**src/rtl/hint_bit_pack_if.sv**
```systemverilog
// Handshake and byte-stream bundle for the ML-DSA-87 hint packer.
// Optional macro HINT_PACK_WEIGHT_OUT_EN adds the weight_o hint-weight output.
interface hint_bit_pack_if;
    logic       start_i;
    logic       h_valid_i;
    logic       h_ready_o;
    logic       h_bit_i;
    logic       byte_valid_o;
    logic       byte_ready_i;
    logic [7:0] byte_o;
    logic       busy_o;
    logic       done_o;
    logic       overflow_o;
`ifdef HINT_PACK_WEIGHT_OUT_EN
    logic [11:0] weight_o;

    modport master (
        output start_i, h_valid_i, h_bit_i, byte_ready_i,
        input  h_ready_o, byte_valid_o, byte_o, busy_o, done_o, overflow_o, weight_o
    );
    modport slave (
        input  start_i, h_valid_i, h_bit_i, byte_ready_i,
        output h_ready_o, byte_valid_o, byte_o, busy_o, done_o, overflow_o, weight_o
    );
`else
    modport master (
        output start_i, h_valid_i, h_bit_i, byte_ready_i,
        input  h_ready_o, byte_valid_o, byte_o, busy_o, done_o, overflow_o
    );
    modport slave (
        input  start_i, h_valid_i, h_bit_i, byte_ready_i,
        output h_ready_o, byte_valid_o, byte_o, busy_o, done_o, overflow_o
    );
`endif
endinterface

```
**src/rtl/hint_bit_pack.sv**
```systemverilog
// Streaming HintBitPack: packs K x N hint bits into the OMEGA+K byte h-field of an ML-DSA-87 signature.
// Optional macro HINT_PACK_WEIGHT_OUT_EN adds weight_o, the total count of accepted one-bits.
module hint_bit_pack #(
    parameter int K     = 8,
    parameter int OMEGA = 75,
    parameter int N     = 256
) (
    input logic         clk,
    input logic         rst_n,
    hint_bit_pack_if.slave bus
);

    localparam int         BYTES     = OMEGA + K;
    localparam logic [6:0] OMEGA_W   = 7'(OMEGA);
    localparam logic [6:0] LAST_W    = 7'(BYTES - 1);
    localparam logic [2:0] POLY_LAST = 3'(K - 1);
    localparam logic [7:0] COEF_LAST = 8'(N - 1);

    typedef enum logic [1:0] {IDLE, ABSORB, EMIT, DONE} state_t;

    state_t     state;
    state_t     next_state;

    logic [7:0] hint_buf [BYTES];
    logic [6:0] cnt;
    logic [2:0] poly;
    logic [7:0] coef;
    logic [6:0] out_idx;
    logic       overflow;

    logic       accept;
    logic       hit;
    logic       room;
    logic       poly_end;
    logic       byte_take;
    logic [6:0] cnt_next;

    logic       h_ready;
    logic       byte_valid;
    logic       busy;
    logic       done;
    logic [7:0] byte_data;

    assign accept    = (state == ABSORB) && bus.h_valid_i;
    assign hit       = accept && bus.h_bit_i;
    assign room      = (cnt < OMEGA_W);
    assign poly_end  = accept && (coef == COEF_LAST);
    assign byte_take = (state == EMIT) && bus.byte_ready_i;
    assign cnt_next  = cnt + {6'd0, hit && room};

    always_ff @(posedge clk) begin
        if (!rst_n) begin
            state <= IDLE;
        end else begin
            state <= next_state;
        end
    end

    always_comb begin
        next_state = state;
        h_ready    = 1'b0;
        byte_valid = 1'b0;
        busy       = 1'b1;
        done       = 1'b0;
        case (state)
            IDLE: begin
                busy = 1'b0;
                if (bus.start_i) next_state = ABSORB;
            end
            ABSORB: begin
                h_ready = 1'b1;
                if (poly_end && (poly == POLY_LAST)) next_state = EMIT;
            end
            EMIT: begin
                byte_valid = 1'b1;
                if (bus.byte_ready_i && (out_idx == LAST_W)) next_state = DONE;
            end
            DONE: begin
                done       = 1'b1;
                next_state = IDLE;
            end
            default: next_state = IDLE;
        endcase
    end

    // Unfilled index slots read as zero even though the buffer is also cleared at start.
    always_comb begin
        byte_data = 8'd0;
        if (state == EMIT) begin
            if ((out_idx < OMEGA_W) && (out_idx >= cnt)) begin
                byte_data = 8'd0;
            end else begin
                byte_data = hint_buf[out_idx];
            end
        end
    end

    always_ff @(posedge clk) begin
        if (!rst_n) begin
            for (int i = 0; i < BYTES; i++) hint_buf[i] <= 8'd0;
            cnt      <= 7'd0;
            poly     <= 3'd0;
            coef     <= 8'd0;
            out_idx  <= 7'd0;
            overflow <= 1'b0;
        end else begin
            if ((state == IDLE) && bus.start_i) begin
                for (int i = 0; i < BYTES; i++) hint_buf[i] <= 8'd0;
                cnt      <= 7'd0;
                poly     <= 3'd0;
                coef     <= 8'd0;
                out_idx  <= 7'd0;
                overflow <= 1'b0;
            end
            if (accept) begin
                coef <= coef + 8'd1;
                cnt  <= cnt_next;
                if (hit && room) hint_buf[cnt] <= coef;
                if (hit && !room) overflow <= 1'b1;
                // The count slot records the running total including this beat's one.
                if (poly_end) begin
                    hint_buf[OMEGA_W + {4'd0, poly}] <= {1'b0, cnt_next};
                    poly <= poly + 3'd1;
                end
            end
            if (byte_take) out_idx <= out_idx + 7'd1;
        end
    end

`ifdef HINT_PACK_WEIGHT_OUT_EN
    logic [11:0] weight;

    always_ff @(posedge clk) begin
        if (!rst_n) begin
            weight <= 12'd0;
        end else if ((state == IDLE) && bus.start_i) begin
            weight <= 12'd0;
        end else if (hit && (weight != 12'd2048)) begin
            weight <= weight + 12'd1;
        end
    end

    assign bus.weight_o = weight;
`endif

    assign bus.h_ready_o    = h_ready;
    assign bus.byte_valid_o = byte_valid;
    assign bus.byte_o       = byte_data;
    assign bus.busy_o       = busy;
    assign bus.done_o       = done;
    assign bus.overflow_o   = overflow;

endmodule
```
**src/flat_wrapper.sv**
```systemverilog
// flat-port wrapper written by rule: the top's interface ports become plain ports
module hint_bit_pack_flat 
#(
    parameter int K     = 8,
    parameter int OMEGA = 75,
    parameter int N     = 256
)
  (clk, rst_n, bus_start_i, bus_h_valid_i, bus_h_bit_i, bus_byte_ready_i, bus_h_ready_o, bus_byte_valid_o, bus_byte_o, bus_busy_o, bus_done_o, bus_overflow_o);
  hint_bit_pack_if bus_i ();
  input logic clk;
  input logic rst_n;
  input wire logic [$bits(bus_i.start_i)-1:0] bus_start_i;
  input wire logic [$bits(bus_i.h_valid_i)-1:0] bus_h_valid_i;
  input wire logic [$bits(bus_i.h_bit_i)-1:0] bus_h_bit_i;
  input wire logic [$bits(bus_i.byte_ready_i)-1:0] bus_byte_ready_i;
  output wire logic [$bits(bus_i.h_ready_o)-1:0] bus_h_ready_o;
  output wire logic [$bits(bus_i.byte_valid_o)-1:0] bus_byte_valid_o;
  output wire logic [$bits(bus_i.byte_o)-1:0] bus_byte_o;
  output wire logic [$bits(bus_i.busy_o)-1:0] bus_busy_o;
  output wire logic [$bits(bus_i.done_o)-1:0] bus_done_o;
  output wire logic [$bits(bus_i.overflow_o)-1:0] bus_overflow_o;
  assign bus_i.start_i = bus_start_i;
  assign bus_i.h_valid_i = bus_h_valid_i;
  assign bus_i.h_bit_i = bus_h_bit_i;
  assign bus_i.byte_ready_i = bus_byte_ready_i;
  assign bus_h_ready_o = bus_i.h_ready_o;
  assign bus_byte_valid_o = bus_i.byte_valid_o;
  assign bus_byte_o = bus_i.byte_o;
  assign bus_busy_o = bus_i.busy_o;
  assign bus_done_o = bus_i.done_o;
  assign bus_overflow_o = bus_i.overflow_o;
  hint_bit_pack #(.K(K), .OMEGA(OMEGA), .N(N)) u_core (.clk(clk), .rst_n(rst_n), .bus(bus_i));
endmodule
```
**config.mk**
```make
export PLATFORM = sky130hd
export DESIGN_NAME = hint_bit_pack_flat
export DESIGN_NICKNAME = d
export VERILOG_FILES = /design/src/rtl/hint_bit_pack_if.sv /design/src/rtl/hint_bit_pack.sv /design/src/flat_wrapper.sv
export SDC_FILE = /design/constraint.sdc
export NUM_CORES = 1
export LEC_CHECK = 0
export CAP_MARGIN = 10
export CORE_UTILIZATION = 56
export DETAILED_ROUTE_END_ITERATION = 16
export HOLD_SLACK_MARGIN = 0.1
export PLACE_DENSITY = 0.72
export RECOVER_POWER = 50
export SYNTH_ARGS = -nofsm -noshare
export SYNTH_HDL_FRONTEND = slang
export SYNTH_SLANG_ARGS = --single-unit
```
**constraint.sdc**
```tcl
create_clock -name clk -period 5.1 [get_ports clk]
set_input_delay 0.51 -clock clk [delete_from_list [all_inputs] [get_ports clk]]
set_output_delay 0.51 -clock clk [all_outputs]
set_load 0.02 [all_outputs]
```
==> results list <==
* Delay of the slowest cell on the worst path: 0.71 ns
- Clock-pin slew reported for the worst setup and hold paths after clock tree synthesis: roughly 0.06 ns
* Antenna violations before repair: 1
* VDD IR max: about 0.35 mV
- The floorplan step defined a core boundary enclosing 84000 um2.
* Final layout net count: 3577
- For this design the ratio of total power to cell area is around 400 nW/um2.
- The repair_antennas step left the layout with diodes totalling 0.
* Relative area change from synthesis to final layout: 13.1%
* Multiplexer share of the synthesized area: a little over an eighth
* Slowest cell on the critical path: o22ai_1
* Critical Path RT: about 4.6 ns
- I/O Buffers: 18
- Avg WL per Cell: about 25 um
- The top cell types in the final layout, fill and taps aside, are edfxtp_1 (992), and2_1 (362), conb_1 (256), nor2_1 (246), mux2i_1 (193).
- Most frequent standard cell in the layout excluding fill and tap cells: edfxtp_1
- Setup repair after global routing left no endpoint under its margin.
* Tmin final: just under 5 ns
* Top fanout value on the critical path: 18
- Sequential area share after synthesis: between 60% and 70%
- Initial cell density of the core: between 50% and 60%
- The checks that failed: max-capacitance violations, max-slew violations.
- Setup clock skew after layout: roughly 0.016 ns
- Total of cells resized after clock tree synthesis: 0
- Number of sinks on the clock net: around 1100
- Endpoint type of the worst setup path: primary output
- Status: finished, violations left
- The via count of the first global-routing pass came to slightly below 30000.
- Compound-cell area share of the yosys netlist: 5.08%
- Average cell area after synthesis: roughly 14 um2
- Clock insertion delay at the later pin of the skew report: approximately 0.67 ns
* Largest net degree at the start of global routing: about 100
- Across all layers, the routed design uses 28900 vias.
- Async set-reset flop share out of synthesis: 0%
* Layout Cell Area excl Fill: around 54000 um2
- For this block, the routed nets add up to about 120000 um of wire.
- After legalization and detailed placement, the total HPWL measured approximately 76000 um.
- Largest family of logic cells by synthesized area: multiplexers
- Clk Tree Root Cell: clkbuf_16
- Commonest register cell after synthesis: edfxtp_1
* Static leakage: about 19 nW
- The tightest min-delay check is of the reg2reg type.
- Total setup violations reported at the end of the flow: 0
- Routability-driven placement finished with a final weighted congestion of just under 0.9.
- Maximum buffer depth of the clock tree: 3
* Highest clock rate: between 200 and 250 MHz
- Post-synthesis share of cell area spent on full adders, half adders and majority gates: less than 1%
* Transition time at the pin with the least slew margin: about 3.1 ns
- Using the TritonRoute via totals, the vias-per-cell ratio works out to around 6.
* Synthesized flop and latch total: 1059
- From bottom edge to top edge, the die measures between 200 and 300 um.
* Final Core Density: between 60% and 70%
* Number of DRC violations after detailed-routing iteration 0: 3528
- Setup Total Neg Slack: 0 ns
- Max-slew violation total from the final report: between 600 and 700
- Final ANT Viol Nets: 0
- For this design the top-level I/O count stands at 19.
- The Yosys step of the flow raised 0 warnings.
- Measured along the x axis, the die boundary spans roughly 300 um.
- Critical path type: reg2out
* Total routing usage reported by global routing: between 20% and 30%
- The synthesized netlist devotes around 13% of its cell area to simple gates.
* Ratio of cells with drive above 1 in the final layout: between 10% and 20%
* Post-Synth XOR/XNOR Area: less than 1%
- The placed instances occupy a cell area of approximately 50000 um2.
* Total congestion overflow: 0
- The signal on the critical path passes through ha_1 -> nand2b_1 -> a21o_1 -> a21oi_1 -> o21a_1 -> o2111ai_1 -> o22ai_1 -> clkdlybuf4s50_1.
* Max-cap check violation count: 9
- After detailed routing, the number of remaining DRC violations is 0.
- Before antenna repair, the detailed router went through 5 iterations.
* H-tree level count: 3
* Fillers: 5956
- Final worst path period share: 94.4%
- Final hold viol count: 0
* Area of the mapped netlist: between 40000 and 50000 um2
- Number of synthesized flops with an enable pin: between 900 and 1000
- CTS tree: built
* DIE AREA: 86300 um2
* CP arrival: roughly 4.3 ns
* Setup crit start kind: flip-flop
- The first global-routing pass estimated about 180000 um of wire.
- Clock tree synthesis inserted a total of ~110 buffers.
* Headroom to the max-slew limit: -110%
- Post-synthesis cell count: about 3300
- Distinct cell type count of the synthesized netlist: between 50 and 60
* Core Rows: between 100 and 150
==> through the flow <==
step | setup WS (ns) | hold WS [ns] | total power, mW | std cells
floorplan | 2.32 | 0.424 | 12.4 | 3554
global placement | 0.839 | 0.437 | 13.1 | 4561
detailed placement | 0.796 | 0.442 | 13.2 | 4561
CTS | 0.0510 | 0.461 | 21.9 | 4768
global route | 0.148 | 0.482 | 22.4 | 4780
finish | 0.286 | 0.464 | 21.8 | 4780
==> power breakdown <==
part	internal (mW)	switching, mW
Sequential	10.7	0.365
Clock	5.36	3.36
Combinational	0.724	1.30
==> area by class of cell <==
cell class | count | area (um2) | share of cell area [%]
well taps | 1134 | 1420 | 2.63
inverters | 30 | 113 | 0.209
multi-input cells | 2218 | 16300 | 30.2
flip-flops and latches | 1059 | 31100 | 57.8
clock buffers | 138 | 2990 | 5.55
repair buffers | 132 | 996 | 1.85
clock inverters | 69 | 967 | 1.79
==> flip-flops by register name (all words and copies together), names as in the netlist, named ones only <==
name                   count
u_core.hint_buf         1024
u_core.coef                8
u_core.cnt                 7
u_core.out_idx             7
u_core.poly                3
u_core.state               2
u_core.bus.overflow_o      1
==> worst paths after layout <==
kind                                              from                      to  slack [ns]  cells after the start
worst min register to register  u_core.hint_buf[94][7]  u_core.hint_buf[94][7]        0.46                      1
worst max register to register          u_core.coef[5]  u_core.hint_buf[81][0]        0.50                      7
worst min-delay path            u_core.hint_buf[94][7]  u_core.hint_buf[94][7]        0.46                      1
worst max-delay path                     u_core.cnt[0]           bus_byte_o[5]        0.29                      8
==> what timing repair did <==
item / in CTS / in global routing
setup endpoints to repair: 0 / 2
hold buffers: 0 / 0
setup buffers: 0 / 1
==> cells in the mapped netlist (all sizes together) (5+ instances only) <==
cell	number	area share, %
and3	19	0.25
o21ai	155	1.6
ha	21	0.55
inv	30	0.24
mux2i	193	4.1
mux2	23	0.54
edfxtp	992	62
buf	93	1.2
a21oi	49	0.52
and2	537	7.0
a21boi	7	0.11
o211a	25	0.53
xnor2	5	0.092
nor2	248	2.0
nand2b	5	0.066
nor2b	27	0.35
or3	5	0.066
clkbuf	154	1.2
o2bb2ai	15	0.28
nand2	167	1.3
dfxtp	67	2.8
mux4	192	9.1
a211oi	18	0.28
o22ai	24	0.32
o211ai	16	0.25
a22o	6	0.11
a22oi	36	0.57
nor3	14	0.18
nand3	102	1.1
or2	7	0.097
a31oi	21	0.28
==> critical path: cells and delay by family (launching register included) <==
kind / cells / cell delay (ns)
adders and majority gates: 1 / 0.32
DFF: 1 / 0.63
and+or+nand+nor: 1 / 0.14
buffers and inverters: 1 / 0.71
AOI/OAI and AO/OA: 5 / 1.83
==> logic make-up (layout without fill, tap and decap cells) <==
| family | count (synthesis) | count (layout) |
|---|---|---|
| XOR/XNOR | 5 | 5 |
| adder cells (fa/ha/maj) | 21 | 21 |
| flip-flops | 1059 | 1059 |
| AND/OR/NAND/NOR | 1144 | 1144 |
| multiplexers | 408 | 408 |
| AO/OA/AOI/OAI | 384 | 384 |
| other | 1 | 256 |
| buffers and inverters | 277 | 369 |
==> routing by layer <==
| layer | vias up | routed length (um) | global-route usage (%) | part of all wire (%) |
|---|---|---|---|---|
| li1 | 12600 | - | - | - |
| met1 | 14700 | 47900 | 39.5 | 40 |
| met2 | 1446 | 56300 | 44.4 | 47 |
| met3 | 199 | 11700 | 5.57 | 9.9 |
| met4 | 0 | 2800 | 7.48 | 2.4 |
| met5 | - | 0 | 0 | 0 |
(Power assumes the default switching activity.)
